[config.mk]
export PLATFORM = sky130hd
export DESIGN_NAME = rggen_register_access_initiator
export DESIGN_NICKNAME = d
export VERILOG_FILES = /design/src/rtl/rggen_register_access_initiator.sv
export SDC_FILE = /design/constraint.sdc
export NUM_CORES = 1
export LEC_CHECK = 0
export BUFFER_PORTS_ARGS = -buffer_cell sky130_fd_sc_hd__buf_2
export CAP_MARGIN = 20
export CORE_ASPECT_RATIO = 0.7
export CORE_UTILIZATION = 47
export DETAILED_ROUTE_END_ITERATION = 12
export GPL_TIMING_DRIVEN = 0
export PLACE_DENSITY = 0.94
export SYNTH_ARGS = -nofsm -noshare
export SYNTH_HDL_FRONTEND = slang
export SYNTH_SLANG_ARGS = --single-unit
[constraint.sdc]
create_clock -name clk -period 2.2 [get_ports clk]
set_input_delay 0.44 -clock clk [delete_from_list [all_inputs] [get_ports clk]]
set_output_delay 0.44 -clock clk [all_outputs]
set_load 0.1 [all_outputs]
[src/rtl/rggen_register_access_initiator.sv]
// rggen_register_access_initiator
//
// Host-side initiator for the register block's internal access bus. One host
// command is taken at a time over a valid/ready request channel, its byte
// strobe is expanded into a per-bit write mask, and the access is driven onto
// the register bus until the responder completes it or an optional timeout
// expires. The resulting status and read data are returned over a valid/ready
// response channel.
//
// Ports:
//   clk, rst        clock; synchronous active-high reset
//   i_req_*         host command channel (valid/ready, write, address, data, strobe)
//   o_req_ready     command accepted when i_req_valid & o_req_ready
//   o_reg_*         register access strobes (valid, write, address, data, mask)
//   i_reg_ready     responder completes the access, with i_reg_status/i_reg_data
//   o_rsp_*         response channel (valid, status, data), i_rsp_ready from host
//
// Status encoding: 00 OKAY, 01 EXOKAY, 10 SLAVE_ERROR, 11 DECODE_ERROR.
module rggen_register_access_initiator #(
    parameter int ADDRESS_WIDTH  = 8,
    parameter int DATA_WIDTH     = 32,
    parameter int TIMEOUT_CYCLES = 0,
    parameter int COUNTER_WIDTH  = 16
) (
    input  logic                      clk,
    input  logic                      rst,
    input  logic                      i_req_valid,
    output logic                      o_req_ready,
    input  logic                      i_req_write,
    input  logic [ADDRESS_WIDTH-1:0]  i_req_address,
    input  logic [DATA_WIDTH-1:0]     i_req_data,
    input  logic [DATA_WIDTH/8-1:0]   i_req_strobe,
    output logic                      o_reg_valid,
    output logic                      o_reg_write,
    output logic [ADDRESS_WIDTH-1:0]  o_reg_address,
    output logic [DATA_WIDTH-1:0]     o_reg_data,
    output logic [DATA_WIDTH-1:0]     o_reg_mask,
    input  logic                      i_reg_ready,
    input  logic [1:0]                i_reg_status,
    input  logic [DATA_WIDTH-1:0]     i_reg_data,
    output logic                      o_rsp_valid,
    input  logic                      i_rsp_ready,
    output logic [1:0]                o_rsp_status,
    output logic [DATA_WIDTH-1:0]     o_rsp_data
);

    localparam int STROBE_WIDTH = DATA_WIDTH / 8;

    // Counter value seen in the last ACCESS cycle before the timeout fires.
    localparam logic [COUNTER_WIDTH-1:0] TIMEOUT_LAST =
        (TIMEOUT_CYCLES > 0) ? COUNTER_WIDTH'(TIMEOUT_CYCLES - 1) : '0;

    localparam logic [1:0] STATUS_SLAVE_ERROR = 2'b10;

    typedef enum logic [1:0] {
        IDLE,
        ACCESS,
        RESPOND
    } state_e;

    state_e                   state;
    logic [COUNTER_WIDTH-1:0] timeout_count;
    logic                     timeout_hit;

    // Each strobe bit covers one byte lane of the mask.
    function automatic logic [DATA_WIDTH-1:0] expand_strobe(
        input logic [STROBE_WIDTH-1:0] strobe
    );
        logic [DATA_WIDTH-1:0] mask;
        mask = '0;
        for (int i = 0; i < STROBE_WIDTH; i++) begin
            mask[8*i+:8] = {8{strobe[i]}};
        end
        return mask;
    endfunction

    // A zero TIMEOUT_CYCLES disables the abort entirely.
    assign timeout_hit = (TIMEOUT_CYCLES > 0) && (timeout_count == TIMEOUT_LAST);

    always_ff @(posedge clk) begin
        if (rst) begin
            state         <= IDLE;
            o_req_ready   <= 1'b0;
            o_reg_valid   <= 1'b0;
            o_reg_write   <= 1'b0;
            o_reg_address <= '0;
            o_reg_data    <= '0;
            o_reg_mask    <= '0;
            o_rsp_valid   <= 1'b0;
            o_rsp_status  <= 2'b00;
            o_rsp_data    <= '0;
            timeout_count <= '0;
        end else begin
            case (state)
                // Ready is registered, so the first IDLE cycle after reset
                // does not accept; later IDLE cycles are entered with it set.
                IDLE: begin
                    o_req_ready <= 1'b1;
                    if (i_req_valid && o_req_ready) begin
                        o_req_ready   <= 1'b0;
                        o_reg_valid   <= 1'b1;
                        o_reg_write   <= i_req_write;
                        o_reg_address <= i_req_address;
                        // Reads carry no data and touch every bit.
                        o_reg_data    <= i_req_write ? i_req_data : '0;
                        o_reg_mask    <= i_req_write ? expand_strobe(i_req_strobe) : '1;
                        timeout_count <= '0;
                        state         <= ACCESS;
                    end
                end

                // Responder ready takes priority over a coincident timeout.
                ACCESS: begin
                    if (i_reg_ready) begin
                        o_reg_valid  <= 1'b0;
                        o_rsp_valid  <= 1'b1;
                        o_rsp_status <= i_reg_status;
                        o_rsp_data   <= o_reg_write ? '0 : i_reg_data;
                        state        <= RESPOND;
                    end else if (timeout_hit) begin
                        o_reg_valid  <= 1'b0;
                        o_rsp_valid  <= 1'b1;
                        o_rsp_status <= STATUS_SLAVE_ERROR;
                        o_rsp_data   <= '0;
                        state        <= RESPOND;
                    end else if (timeout_count != '1) begin
                        timeout_count <= timeout_count + COUNTER_WIDTH'(1);
                    end
                end

                // Response held stable until the host takes it; response
                // registers then keep their values through IDLE.
                RESPOND: begin
                    if (i_rsp_ready) begin
                        o_rsp_valid <= 1'b0;
                        o_req_ready <= 1'b1;
                        state       <= IDLE;
                    end
                end

                default: begin
                    state <= IDLE;
                end
            endcase
        end
    end

endmodule

==> metrics.txt, run 1 <==
Die Ht=72.5 µm; Switching Share=36.8%; Max clock buf depth=2; PwrDens=873 nW/µm²; Clock power frac=a little under a third; Post-Syn Nets=approximately 490; Post-synth EDFFs=0; critical path's largest stage delay=around 0.48 ns; Final ANT Viol Nets=0; Critical R2R Launch=state[0]; diode count=0; vias per cell=5.03; largest net degree at the start of global routing=15; most common cell in the netlist=nand2_1; Synth Area in XOR/XNOR=0%; WS Path Type=reg2out; Critical Path RT=1.76 ns; DRT Wirelength=9.82 mm; grt total ovfl=0; htree depth=3; post-synthesis mux area share=0%; CTS Hold Bufs=0; port buffer count=191; hold path endpoint=o_reg_address[6]; placement row count=25; CTS tree=built; Starting Density=48.9%; crit start category=flip-flop; Hold Startpoint=i_req_address[6]; Int Power=2560 µW; most area-hungry cell type in the Yosys netlist=dfxtp_1; Die X=~100 µm; # resized after CTS=0; Least-Margin Pin Slew=approximately 0.57 ns; final hold violations=0; Static Leak=0.00220 µW; status=complete, no violations; ys async rst share=0%; hold path depth=3; setup bufs post-CTS=0; Clock Latency Late Sink=between 0.3 and 0.4 ns; Final Cycle Share=roughly 84%; Iter 0 DRT Violations=119; Clock transition at path regs=0.08 ns; DRC viols=0; largest family of logic cells by synthesized area=simple AND/OR/NAND/NOR gates; Tot GR Track Use=25.9%; Primary FF master, synth=dfxtp_1; Inst Count DP=687; Core ar.=~7000 µm²; nets=between 600 and 700; Mean Syn Cell Area=8.30 µm²; number of distinct library cells after synthesis=20; slew margin rel.=between 60% and 70%; P&R area growth vs syn=39.3%; sequential share of the synthesized area=50.4%; Worst R2R Path Depth=6; GPL Wtd Cong=0.756; critical path peak fanout=9; unrepaired setup endpoints after global routing=false; Final Setup Violations=0; Yosys top cell area share=50.4%; DR WL/cell=between 10 and 15 µm; CP arrival=1.40 ns; Max Cap Viol=0; Synth Area in Adders=0%; ratio of cells with drive above 1 in the final layout=41.0%; Synth Register Bits=84; ranking of synthesized cells by area=dfxtp_1 (50%), a21oi_1 (12%), nand2_1 (9.7%), nand3b_1 (7.4%), buf_4 (6.8%); Synth Cell Area=3340 µm²; worst vdd ir=445 µV; f_max=542 MHz; root buf cell=clkbuf_8; Detail Placement HPWL=roughly 7.4 mm; Period minus WS final=1.84 ns; Synth Area in Compound Gates=12.3%; DR top layer=met4; Slew Viols, Final=0; switching power=1490 µW; Syn Inst Count=402; number of global-route vias before repair=between 3,000 and 4,000; Detailed Routing Iterations Pass 1=4; Non-Filler Instances=702; reg2reg end=o_reg_data[21]; full die area=between 7000 and 8000 µm²; Crit. End Element=output port; Syn. warnings=0; metal3 WL=762 µm; CTS buffer count=9; Hold WC Path Type=in2reg; clock skew=0.00996 ns; slowest cell on the critical path=dfxtp_1; io pins=a little under 200; initial antenna violation count=0; Vias=3,532; Met2 Wirelength=4.90 mm; M1 WL=around 3.9 mm; Logic pwr share=28.3%; Synth Area in Simple Gates=26.0%; Flop pwr share=39.8%; TNS Setup=0 ns; Num Clock Sinks=84; crit path cell chain=buf_4 -> buf_2; commonest cells in the netlist=nand2_1 (86), dfxtp_1 (84), a21oi_1 (80); r2r setup slk=0.62 ns; first-pass GRT wire length=14.7 mm
[critical path, delay by kind of cell (launching register included)]
family                 cells  cell delay (ns)
flip-flops                 1             0.48
buffers and inverters      2             0.58
[cells in the final DEF (no fill, tap or decap), drive strengths merged]
cell     count
nand4bb      1
a2bb2oi      1
nand3       32
and3b        1
nor3         5
nor2         8
dfxtp       84
nand2b       2
inv          2
and4bb       1
nor3b        4
or3          1
buf        237
clkinv       2
nand2       86
nand3b      33
bufinv       3
clkbuf      25
a21oi       80
[worst max path at each step]
| stage | start | to | slack [ns] |
|---|---|---|---|
| after floorplan | o_reg_mask[15] | o_reg_mask[10] | 0.28 |
| after detailed placement | i_req_write | o_reg_data[20] | 0.51 |
| final | o_reg_mask[7] | o_reg_mask[6] | 0.36 |
| after global routing | o_reg_mask[30] | o_reg_mask[29] | 0.27 |
| after global placement | i_req_write | o_reg_data[14] | 0.57 |
| after CTS | o_reg_mask[7] | o_reg_mask[5] | 0.34 |
[cell families (layout without fill, tap and decap cells)]
| kind of cell | Yosys count | in the layout |
|---|---|---|
| AO/OA/AOI/OAI | 81 | 81 |
| buffers and inverters | 63 | 269 |
| flip-flops | 84 | 84 |
| AND/OR/NAND/NOR | 174 | 174 |
[per-layer routing]
metal	vias up	GRT usage, %
met5	-	0
met4	0	10.8
met3	24	6.94
li1	1721	-
met2	159	45.3
met1	1628	30.1
[power groups by stage]
stage               clock network [µW]  registers [µW]  logic [µW]
finish                            1300            1610        1150
global placement                     0            1640        1130
floorplan                            0            2030         546
CTS                               1320            1610        1150
global route                      1380            1620        1200
detailed placement                   0            1650        1150
[flip-flops by register name (all words and copies together), names as in the netlist]
name           count
o_reg_write        1
o_reg_mask         4
o_reg_valid        1
o_reg_address      8
o_rsp_data        32
o_reg_data        32
o_rsp_valid        1
o_rsp_status       2
o_req_ready        1
state              2
[area by class of cell]
class,instances,area [µm²]
tap,94,118
fill,541,2170
multi-input combinational,255,1280
sequential,84,1680
clock buffer,9,124
buffer,62,374
clock inverter,6,113
inverter,1,3.75
timing repair buffer,191,956
[metrics by stage]
step | setup slack, ns | power, µW | cell area, µm² | util (%) | hold slack [ns]
2_1_floorplan | 0.278 | 2580 | 3340 | - | 0.537
3_3_place_gp | 0.574 | 2770 | 4410 | 64.7 | 0.435
3_5_place_dp | 0.514 | 2800 | 4410 | 64.7 | 0.441
4_1_cts | 0.342 | 4080 | 4650 | 68.1 | 0.307
5_1_grt | 0.266 | 4200 | 4650 | 68.1 | 0.316
6_report | 0.356 | 4060 | 4650 | 68.1 | 0.326
(Power assumes the default switching activity.)
==> run 2: changes to the inputs <==
- ABC_AREA: not set -> 1
- CORE_UTILIZATION: 47 -> 41
- PLACE_DENSITY: 0.94 -> 0.85
- clock period: 2.2 -> 1.6 ns (I/O delays scaled with it)
==> run 2 against run 1 <==
  * Clock power up 82%
  * Flip-flop and latch count did not move
  * Register-to-register slack worse by 0.35 ns
  * Synthesized area grew 16%
  * Non-clock buffer count is the same
  * First-iteration DRC count grew 40%
  * Routed wire length increased by 8.6%
  * Worst setup slack worse by 0.29 ns
  * Hold slack worse by 0.12 ns
  * Global-route usage down 4.2 points
  * Clock-buffer cell count unchanged
  * Largest cell class unchanged
  * Highest routed layer unchanged
==> metrics.txt, run 2 <==
reg2reg end=o_reg_data[4]; area of the multi-input gates=1500 µm²; Critical Path RT=1.28 ns; Slew Viols, Final=0; Core ar.=9110 µm²; port buffer count=191; Primary FF master, synth=dfxtp_1; Clock transition at path regs=0.06 ns; commonest cells in the netlist=nand2_1 (231), dfxtp_1 (84), inv_1 (82); crit path cell chain=buf_2; root buf cell=clkbuf_16; number of global-route vias before repair=3,605; Switching Share=37.4%; critical path peak fanout=9; CTS Hold Bufs=0; Period minus WS final=1.54 ns; ratio of cells with drive above 1 in the final layout=33.2%; Post-synth EDFFs=0; hold path depth=3; DRC viols=0; crit start category=flip-flop; grt total ovfl=0; htree depth=3; full die area=9860 µm²; Syn Inst Count=600; WS Path Type=reg2out; Final Setup Violations=0; ys async rst share=0%; first-pass GRT wire length=about 17 mm; Post-Syn Nets=684; critical path's largest stage delay=0.46 ns; Static Leak=around 0.0031 µW; Filler Cells Inserted=852; slew margin rel.=between 60% and 70%; WP buf/inv=1; largest net degree at the start of global routing=15; Max Cap Viol=0; GPL Wtd Cong=0.799; number of distinct library cells after synthesis=16; r2r setup slk=around 0.27 ns; Die Ht=83.4 µm; Clock Latency Late Sink=0.33 ns; Least-Margin Pin Slew=0.532 ns; Largest regs=o_reg_data (32), o_rsp_data (32), o_reg_address (8); initial antenna violation count=0; CTS tree=built; status=complete, no violations; Flop pwr share=34.3%; Hold Startpoint=i_reg_status[0]; Syn. warnings=0; Critical R2R Launch=o_req_ready; Detail Placement HPWL=7.84 mm; Iter 0 DRT Violations=roughly 170; Num Clock Sinks=84; io pins=194; Mean Syn Cell Area=6.46 µm²; Pwr Total=about 6600 µW; Max clock buf depth=2; Die X=118 µm; Detailed Routing Iterations Pass 1=5; hold path endpoint=o_rsp_status[0]; Clock power frac=35.9%; most area-hungry cell type in the Yosys netlist=dfxtp_1; Vias=between 4,000 and 5,000; Synth Cell Area=3880 µm²; slowest cell on the critical path=buf_2; Worst R2R Path Depth=5; Yosys top cell area share=between 40 and 50%; Non-Filler Instances=931; PwrDens=1220 nW/µm²; vias per cell=between 4 and 5; CP top delay family=buffers and inverters; Final Cell Area=5410 µm²; Inst Count DP=915; final worst slack=0.0634 ns; Seq. cell area=about 1700 µm²; DRT Wirelength=10.7 mm; final hold violations=0; switching power=~2500 µW; placement row count=29; Int Power=4130 µW; CTS buffer count=9; CP arrival=about 1.2 ns; Hold WC Path Type=in2reg; f_max=651 MHz; DR WL/cell=11.5 µm; ranking of synthesized cells by area=dfxtp_1 (43%), nand2_1 (22%), inv_1 (7.9%), nor2_1 (5.9%), buf_4 (5.6%); clock skew=0.00501 ns; Crit. End Element=output port; most frequent cells in the layout=nand2_1 (231), buf_2 (178), inv_1 (82); Place WS=-0.0193 ns; most common cell after layout, fill and taps aside=nand2_1; Final ANT Viol Nets=0; Synth Register Bits=84; Final Cycle Share=96.0%; P&R area growth vs syn=39.5%; sequential share of the synthesized area=43.4%; most common cell in the netlist=nand2_1; placed instance area=around 5000 µm²; diode count=0; worst vdd ir=647 µV; nets=886; Logic pwr share=~30%; Starting Density=42.6%; Tot GR Track Use=21.7%
==> run 2: cell types whose count changed after synthesis, moves of 5 or more <==
cell and delta:
a21oi_1 -43, nand2_1 +145, inv_1 +81, nor2_1 +53, nand3b_1 -32, nor3_1 -5
==> run 2: through the flow <==
stage | hold slack [ns] | TNS, ns | util, %
6_report | 0.208 | 0 | 59.4
5_1_grt | 0.210 | -0.00285 | 59.4
4_1_cts | 0.199 | 0 | 59.1
3_5_place_dp | 0.450 | -0.0731 | 54.9
3_3_place_gp | 0.446 | 0 | 54.9
2_1_floorplan | 0.455 | 0 | -
==> run 2: cell families (layout without fill, tap and decap cells) <==
logic type | after synthesis | in the layout | synth area share [%]
AO/OA/AOI/OAI | 37 | 37 | 4.78
AND/OR/NAND/NOR | 332 | 332 | 33.8
buffers and inverters | 147 | 354 | 18.1
flip-flops | 84 | 84 | 43.4
==> run 2: worst max-delay path by stage <==
| stage | end | depth (start not counted) | startpoint |
|---|---|---|---|
| floorplan | o_reg_data[10] | 7 | o_req_ready |
| global placement | o_rsp_data[23] | 4 | rst |
| detailed placement | o_rsp_data[28] | 4 | rst |
| CTS | o_reg_mask[31] | 2 | o_reg_mask[30] |
| global route | o_reg_mask[0] | 1 | o_reg_mask[7] |
| finish | o_reg_mask[0] | 1 | o_reg_mask[7] |
==> run 2: final cells by class <==
cell class / instances / share of cell area [%]
Sequential cell: 84 / 31.2
Multi-Input combinational cell: 369 / 27.7
Timing Repair Buffer: 191 / 19.0
Buffer: 62 / 7.08
Inverter: 85 / 5.90
Clock buffer: 9 / 4.16
Tap cell: 124 / 2.87
Clock inverter: 7 / 2.13
==> run 2: power by group through the flow <==
stage | sequential, µW | clock [µW] | combinational [µW]
final | 2260 | 2370 | 1970
after global routing | 2280 | 2510 | 2070
after CTS | 2260 | 2410 | 1950
after detailed placement | 2310 | 0 | 1930
after global placement | 2300 | 0 | 1920
after floorplan | 2990 | 0 | 897
==> run 2: worst reg2reg max path: stages (launching register included) <==
cell	delay, ns
dfxtp_2	0.33
nand2_1	0.10
inv_2	0.16
clkbuf_1	0.35
nand3_1	0.13
a21oi_1	0.19
==> run 2: routing by layer <==
layer	global-route usage, %	wire [µm]	vias to the layer above	share of wire, %
li1	-	-	2144	-
met1	27.8	5060	1794	47
met2	35.1	4830	140	45
met3	6.73	713	6	6.7
met4	6.06	61	0	0.57
met5	0	0	-	0
==> run 2: what timing repair did <==
item	CTS	global route
setup endpoints to repair	17	12
setup buffers	0	0
resized for setup	17	12
==> run 3: changes to the inputs <==
- PLACE_DENSITY: 0.85 -> 0.76
==> run 3 against run 2 <==
  * First-iteration DRC count increased by 5.4%
  * Largest power group is now sequential cells
  * Worst setup slack better by 0.039 ns
  * Clock skew up 0.0019 ns
  * Critical path type unchanged
  * Non-clock buffer count stayed put
  * Clock-buffer cell count rose by 2
  * Highest routed layer unchanged
==> metrics.txt, run 3 (synthesized netlist as in run 2, its figures left out) <==
grt total ovfl=0; slowest cell on the critical path=buf_2; Least-Margin Pin Slew=between 0.5 and 0.6 ns; critical path's largest stage delay=approximately 0.45 ns; CP arrival=roughly 1.2 ns; root buf cell=clkbuf_16; full die area=9860 µm²; Iter 0 DRT Violations=176; WS Path Type=reg2out; DRT Wirelength=10.1 mm; Final Setup Violations=0; Static Leak=slightly above 0.003 µW; slew margin rel.=65.0%; Crit. End Element=output port; Detailed Routing Iterations Pass 1=4; port buffer count=191; WP buf/inv=1; Die X=around 120 µm; final hold violations=0; Detail Placement HPWL=about 7.5 mm; Clock transition at path regs=about 0.06 ns; first-pass GRT wire length=17.0 mm; Clock power frac=32.6%; vias per cell=4.36; P&R area growth vs syn=38.3%; Final Cycle Share=93.6%; diode count=0; most common cell after layout, fill and taps aside=nand2_1; Critical Path RT=1.28 ns; Period minus WS final=1.50 ns; CTS tree=built; DR WL/cell=10.9 µm; Max clock buf depth=2; Logic pwr share=31.3%; critical path peak fanout=9; Final Util=58.9%; worst vdd ir=approximately 480 µV; io pins=a little under 200; PwrDens=1170 nW/µm²; placement row count=29; largest net degree at the start of global routing=14; Hold WC Path Type=in2reg; DRC viols=0; Flop pwr share=36.1%; Num Clock Sinks=84; switching power=roughly 2400 µW; CTS buffer count=9; initial antenna violation count=0; unrepaired setup endpoints after global routing=false; Int Power=3850 µW; Vias=~4,100; Final ANT Viol Nets=0; Tot GR Track Use=21.4%; most frequent cells in the layout=nand2_1 (231), buf_2 (178), inv_1 (82); nets=886; htree depth=3; clock skew=0.00689 ns; setup bufs post-CTS=0; f_max=between 600 and 700 MHz; Die Ht=about 83 µm; Clock Latency Late Sink=0.33 ns; crit path cell chain=buf_2; Switching Share=38.4%; Largest regs=o_reg_data (32), o_rsp_data (32), o_reg_address (8); Core ar.=between 9000 and 10,000 µm²; Crit. path cell count=1; CP top delay family=buffers and inverters; Max Cap Viol=0; number of global-route vias before repair=3,672; Slew Viols, Final=0; crit start category=flip-flop; TNS Setup=0 ns; Worst R2R Path Depth=7; Filler Cells Inserted=937; GPL Wtd Cong=just over 0.8; ratio of cells with drive above 1 in the final layout=33.0%; status=complete, no violations; Starting Density=42.6%; hold path depth=3
[run 3: cell count changes in the layout (fill, tap and decap cells not counted)]
cell and delta:
clkbuf_8 +1, bufinv_16 -2, buf_4 -2, clkinv_2 -1, clkbuf_1 +1, clkbuf_4 +2
[run 3: final cells by class]
type / instances / area (µm²) / share of cell area (%)
inverter: 85 / 319 / 5.95
clock inverter: 4 / 50.0 / 0.933
sequential: 84 / 1690 / 31.5
timing repair buffer: 191 / 1030 / 19.1
tap: 124 / 155 / 2.89
clock buffer: 11 / 243 / 4.53
multi-input combinational: 369 / 1500 / 27.9
buffer: 62 / 383 / 7.14
[run 3: repair_timing]
action                                  4_1_cts  5_1_grt
endpoints found under the setup margin       15       17
hold buffers                                  0        0
resized for setup                            15       14
[run 3: power by group through the flow]
| stage | registers [µW] | clock network [µW] | logic (µW) |
|---|---|---|---|
| 2_1_floorplan | 2990 | 0 | 897 |
| 3_3_place_gp | 2300 | 0 | 1920 |
| 3_5_place_dp | 2310 | 0 | 1920 |
| 4_1_cts | 2260 | 2100 | 1950 |
| 5_1_grt | 2280 | 2210 | 2070 |
| 6_report | 2260 | 2040 | 1960 |
[run 3: worst paths after layout]
| path | slack [ns] | start | to |
|---|---|---|---|
| worst max-delay path | 0.10 | o_reg_mask[23] | o_reg_mask[16] |
| worst min-delay path | 0.22 | i_req_strobe[2] | o_reg_mask[23] |
| worst min register to register | 0.46 | o_reg_data[25] | o_reg_data[25] |
| worst max register to register | 0.26 | state[1] | o_rsp_data[2] |
[run 3: stage by stage]
step / instance area [µm²] / setup slack (ns) / hold slack [ns] / total power, µW / cells
2_1_floorplan: 3880 / 0.0282 / 0.455 / 3890 / 600
3_3_place_gp: 5000 / -0.0317 / 0.447 / 4220 / 915
3_5_place_dp: 5000 / -0.0283 / 0.450 / 4230 / 915
4_1_cts: 5330 / 0.00253 / 0.200 / 6310 / 930
5_1_grt: 5360 / 0.0408 / 0.209 / 6560 / 930
6_report: 5360 / 0.103 / 0.215 / 6260 / 930
[run 3: metal layers]
layer | global-route usage (%) | wire length [µm]
met5 | 0 | 0
met1 | 29.4 | 4910
met2 | 32.3 | 4440
met3 | 6.39 | 660
met4 | 6.41 | 100
